**config.mk**
```make
export PLATFORM = sky130hd
export DESIGN_NAME = rr_arbiter_param
export DESIGN_NICKNAME = d
export VERILOG_FILES = /design/src/rtl/rr_arb_pkg.sv /design/src/rtl/rr_arb_pick.sv /design/src/rtl/rr_arbiter_param.sv
export SDC_FILE = /design/constraint.sdc
export NUM_CORES = 1
export LEC_CHECK = 0
export CORE_MARGIN = 2
export CORE_UTILIZATION = 52
export CTS_CLUSTER_DIAMETER = 150
export DETAILED_ROUTE_END_ITERATION = 7
export PLACE_DENSITY = 0.78
export SYNTH_ARGS = -nofsm -noshare
export SYNTH_HDL_FRONTEND = slang
export SYNTH_SLANG_ARGS = --single-unit
```
**constraint.sdc**
```tcl
create_clock -name arb_clk -period 4.1 [get_ports arb_clk]
set_input_delay 1.23 -clock arb_clk [delete_from_list [all_inputs] [get_ports arb_clk]]
set_output_delay 1.23 -clock arb_clk [all_outputs]
set_load 0.01 [all_outputs]
```
**src/rtl/rr_arb_pkg.sv**
```systemverilog
// Shared types and helper functions for the parametrised round-robin arbiter.
// Functions operate on the widest legal vector (32 requesters) and are narrowed by callers.
package rr_arb_pkg;

  localparam int unsigned MAX_REQ   = 32;
  localparam int unsigned MAX_IDX_W = 5;

  typedef enum logic {
    IDLE  = 1'b0,
    GRANT = 1'b1
  } arb_state_t;

  typedef struct packed {
    logic                 found;
    logic [MAX_IDX_W-1:0] idx;
  } pick_t;

  // First set bit of req searching upward from start, wrapping at n-1 -> 0.
  function automatic pick_t first_set_from(input logic [MAX_REQ-1:0]   req,
                                           input logic [MAX_IDX_W-1:0] start,
                                           input int unsigned          n);
    pick_t       r;
    int unsigned j;
    r = '0;
    for (int unsigned k = 0; k < MAX_REQ; k++) begin
      if (k < n) begin
        j = 32'(start) + k;
        if (j >= n) j = j - n;
        if (!r.found && req[j]) begin
          r.found = 1'b1;
          r.idx   = MAX_IDX_W'(j);
        end
      end
    end
    return r;
  endfunction

  function automatic logic [MAX_REQ-1:0] idx_to_onehot(input logic [MAX_IDX_W-1:0] idx);
    return MAX_REQ'(1) << idx;
  endfunction

endpackage

```
**src/rtl/rr_arb_pick.sv**
```systemverilog
// Combinational circular priority pick: winner index and found flag for a request
// vector, searching from the given pointer.
module rr_arb_pick
  import rr_arb_pkg::*;
#(
  parameter int unsigned NUM_REQ = 4,
  parameter int unsigned IDX_W   = 2
) (
  input  logic [NUM_REQ-1:0] i_req,
  input  logic [IDX_W-1:0]   i_ptr,
  output logic [IDX_W-1:0]   o_idx,
  output logic               o_found
);

  pick_t w_pick;

  always_comb begin
    w_pick  = first_set_from(MAX_REQ'(i_req), MAX_IDX_W'(i_ptr), NUM_REQ);
    o_idx   = w_pick.idx[IDX_W-1:0];
    o_found = w_pick.found;
  end

endmodule

```
**src/rtl/rr_arbiter_param.sv**
```systemverilog
// N-way round-robin arbiter with registered one-hot grant, tenure limit and
// zero-bubble re-arbitration on release.
module rr_arbiter_param
  import rr_arb_pkg::*;
#(
  parameter  int unsigned NUM_REQ  = 4,
  parameter  int unsigned MAX_HOLD = 4,
  localparam int unsigned IDX_W    = (NUM_REQ > 1) ? $clog2(NUM_REQ) : 1
) (
  input  logic               arb_clk,
  input  logic               arb_rst_n,
  input  logic [NUM_REQ-1:0] arb_req,
  input  logic               arb_release,
  output logic [NUM_REQ-1:0] arb_gnt,
  output logic               arb_gnt_valid,
  output logic [IDX_W-1:0]   arb_gnt_idx,
  output logic [IDX_W-1:0]   pointer,
  output logic               arb_preempt
);

  localparam int unsigned HOLD_W = (MAX_HOLD > 0) ? $clog2(MAX_HOLD + 1) : 1;

  arb_state_t          r_state;
  logic [NUM_REQ-1:0]  r_gnt;
  logic [IDX_W-1:0]    r_gnt_idx;
  logic [IDX_W-1:0]    r_ptr;
  logic                r_preempt;
  logic [HOLD_W-1:0]   r_hold_cnt;

  logic                w_rel_a;
  logic                w_rel_b;
  logic                w_rel_c;
  logic                w_release;
  logic                w_hold_sat;
  logic [IDX_W-1:0]    w_next_ptr;
  logic [IDX_W-1:0]    w_pick_ptr;
  logic [IDX_W-1:0]    w_pick_idx;
  logic                w_found;
  logic [MAX_REQ-1:0]  w_onehot;

  always_comb begin
    w_rel_a    = ~arb_req[r_gnt_idx];
    w_rel_b    = arb_release;
    w_rel_c    = (MAX_HOLD != 0) && (r_hold_cnt == HOLD_W'(MAX_HOLD));
    w_release  = w_rel_a | w_rel_b | w_rel_c;
    w_hold_sat = (r_hold_cnt == '1) ||
                 ((MAX_HOLD != 0) && (r_hold_cnt == HOLD_W'(MAX_HOLD)));
    w_next_ptr = (r_gnt_idx == IDX_W'(NUM_REQ - 1)) ? '0 : r_gnt_idx + 1'b1;
    // While granting, the pick already sees the post-release pointer so a
    // release can hand over in the same edge; the old holder searches last.
    w_pick_ptr = (r_state == GRANT) ? w_next_ptr : r_ptr;
    w_onehot   = idx_to_onehot(MAX_IDX_W'(w_pick_idx));
  end

  rr_arb_pick #(
    .NUM_REQ (NUM_REQ),
    .IDX_W   (IDX_W)
  ) u_pick (
    .i_req   (arb_req),
    .i_ptr   (w_pick_ptr),
    .o_idx   (w_pick_idx),
    .o_found (w_found)
  );

  always_ff @(posedge arb_clk or negedge arb_rst_n) begin
    if (!arb_rst_n) begin
      r_state    <= IDLE;
      r_gnt      <= '0;
      r_gnt_idx  <= '0;
      r_ptr      <= '0;
      r_preempt  <= 1'b0;
      r_hold_cnt <= '0;
    end else begin
      r_preempt <= 1'b0;
      case (r_state)
        IDLE: begin
          if (w_found) begin
            r_state    <= GRANT;
            r_gnt      <= w_onehot[NUM_REQ-1:0];
            r_gnt_idx  <= w_pick_idx;
            r_hold_cnt <= HOLD_W'(1);
          end
        end
        GRANT: begin
          if (w_release) begin
            r_ptr     <= w_next_ptr;
            r_preempt <= w_rel_c & ~w_rel_a & ~w_rel_b;
            if (w_found) begin
              r_gnt      <= w_onehot[NUM_REQ-1:0];
              r_gnt_idx  <= w_pick_idx;
              r_hold_cnt <= HOLD_W'(1);
            end else begin
              r_state    <= IDLE;
              r_gnt      <= '0;
              r_gnt_idx  <= '0;
              r_hold_cnt <= '0;
            end
          end else if (!w_hold_sat) begin
            r_hold_cnt <= r_hold_cnt + 1'b1;
          end
        end
        default: r_state <= IDLE;
      endcase
    end
  end

  assign arb_gnt       = r_gnt;
  assign arb_gnt_valid = (r_state == GRANT);
  assign arb_gnt_idx   = r_gnt_idx;
  assign pointer       = r_ptr;
  assign arb_preempt   = r_preempt;

endmodule

```
==> out/qor.yml <==
outcome:
  status: "finished, final reports clean"
cts:
  postCtsHoldBufs: 0
  cts.sinks: 13
  root_buffer: "clkbuf_4"
  cts_tree: "yes"
  numCtsBuffers: 3
  path_clk_slew_ns: 0.08
  insertion_delay_ns: 0.29
  ctsLongestPathBuffers: 2
  post_cts_buffers: 0
  cts_resized: 0
  cts_max_level: 1
timing:
  finalSetupViolations: 0
  max_freq_ghz: 0.299
  fin_crit_ns: 3.35
  rsz0062_at_grt: "no"
  tightest_slew_ns: 0.600
  fin_skew_ns: 0.00646
  setup_tns_ns: 0
  period_share: 0.816
  maxSlewHeadroom: 0.588
  drv_slew: 0
  finalHoldViolCount: 0
finish:
  drive_above_1_share: 0.154
  area_delta_synth_final_pct: 19.7
  nNetsFinal: 138
  n_antenna_cell: 0
  fillers: 160
global_route:
  grt_max_degree: 14
  grt.total_usage: 0.211
  grt_overflow: 0
  grt_pass1_vias: 865
  grt_pass1_wl_mm: 3.86
  antenna_found_initial: 0
worst_setup_path:
  worstPathArrival_ns: 3.51
  r2r_end: "arb_gnt_idx[1]"
  cp_common_cell: "ha_1"
  startpoint_type: "register"
  critPathMaxFanout: 7
  r2r-start: "arb_gnt_idx[0]"
  r2r_cells: 9
  rrSetupSlack_ns: 0.75
  crit_path_top_delay_cell: "dfrtp_1"
  worst_path_largest_cell_delay_ns: 0.47
  path_cells: "ha_1 > nor3b_2 > nor2_2 > ha_1 > o221a_1 > a221o_1 > or3_1 > o311ai_1 > o21ai_1"
  crit_required_ns: 4.26
  path_class: "reg -> reg"
  critPathCaptureType: "register"
  critPathBufInv: 0
  crit_family: "compound AO/OA/AOI/OAI gates"
detailed_routing:
  route.detailed.drc: 0
  antenna_left: 0
  drtIter0Drc: 16
  vias: 888
  avgViaCountPerCell: 5.92
  wire_per_inst_um: 15.4
  firstDrtPassIters: 4
  route.final.wire_length_mm: 2.31
floorplanning:
  io_pins: 17
  coreArea_um2: 1920
  dieArea_um2: 2380
  initial_core_util: 0.542
  fp.dieW_um: 48.8
  die_h_um: 48.8
  std_cell_rows: 16
synthesis:
  synth_ff_type: "dfrtp_1"
  yosys_warnings: 0
  synth-edff-count: 0
  syn_nets: 119
  yosys.area.top_type_share: 0.312
  synth_most_common_cell: "dfrtp_1"
  ys_async_sr_fraction: 1.00
  yosys-top-cells-area: "dfrtp_1, ha_1, nand2_1"
  synthTopCellsByCount: "dfrtp_1, nand2_1, ha_1, inv_1, o21ai_1"
  synth-seq-area-share: 0.312
  syn_avg_cell_area_um2: 9.93
  synth_area_um2: 1040
  synthCells: 105
  yosysTopAreaCell: "dfrtp_1"
  synth.distinct_cells: 43
  ys_ff_latch: 13
job:
  max-cap-violations: 0
placement:
  routabilityCongestion: 0.862
  io_buffers: 16
  dpl.hpwl_mm: 1.81
min_path:
  hp-start: "arb_gnt[1]"
  hold_end: "arb_gnt[1]"
  hold_depth: 2
  hold_path.class: "reg -> reg"
-- cell type report --
| cell class | instances | area (um^2) | share of cell area |
|---|---|---|---|
| clock buffer | 4 | 26.3 | 0.0211 |
| inverter | 8 | 30.0 | 0.0241 |
| multi-input combinational | 82 | 672 | 0.539 |
| sequential | 13 | 325 | 0.261 |
| tap | 27 | 33.8 | 0.0271 |
| timing repair buffer | 16 | 160 | 0.128 |
-- state kept, by name, summed over array words and instances, names as in the netlist --
| register | flops |
|---|---|
| arb_gnt_valid | 1 |
| r_hold_cnt | 3 |
| arb_gnt | 4 |
| arb_gnt_idx | 2 |
| arb_preempt | 1 |
| pointer | 2 |
-- stage by stage --
step | setup slack [ns] | cells | util | cell area, um^2 | hold WS [ns]
floorplan | 1.01 | 105 | - | 1040 | 0.492
global placement | 0.770 | 146 | 0.635 | 1220 | 0.479
detailed placement | 0.676 | 146 | 0.635 | 1220 | 0.479
CTS | 0.782 | 150 | 0.649 | 1250 | 0.515
global route | 0.516 | 150 | 0.649 | 1250 | 0.528
finish | 0.753 | 150 | 0.649 | 1250 | 0.502
-- per-layer routing --
layer,vias to the layer above,share of wire,wire length [um],track usage
met5,-,0,0,0
met2,24,0.48,1110,0.349
met4,0,0.014,32,0.0952
met3,2,0.039,89,0.0245
li1,428,-,-,-
met1,434,0.47,1080,0.277
-- worst min-delay path, cell delays in order (launching register included) --
cell and delay, ns:
dfrtp_1 0.35, nand2_1 0.05, o21ai_1 0.07
-- logic make-up after synthesis --
kind of cell,Yosys count,synth area share
buf+inv,10,0.0432
simple gates,36,0.203
fa+ha+maj,7,0.0840
compound gates,30,0.228
flops,13,0.312
mux,9,0.130
-- layout by cell type (no fill, tap or decap), types with 4 or more instances in the layout --
| master | count |
|---|---|
| clkdlybuf4s50_1 | 16 |
| o21ai_1 | 7 |
| nor2_1 | 4 |
| dfrtp_1 | 13 |
| nand2_1 | 11 |
| ha_1 | 7 |
| inv_1 | 7 |
-- worst max-delay path by stage --
stage	from	slack [ns]	endpoint	cells after the start
6_report	arb_gnt_idx[0]	0.75	arb_gnt_idx[1]	9
5_1_grt	arb_gnt_idx[0]	0.52	arb_gnt[2]	9
4_1_cts	arb_gnt_idx[0]	0.78	arb_gnt_idx[1]	9
3_5_place_dp	arb_req[0]	0.68	arb_gnt[2]	7
3_3_place_gp	arb_req[0]	0.77	arb_gnt_idx[1]	7
2_1_floorplan	arb_gnt_idx[0]	1.01	arb_gnt[2]	11
Power is left out: the tool's default activity adds up to more than one toggle a clock period on the data nets, which glitch-free logic cannot reach.
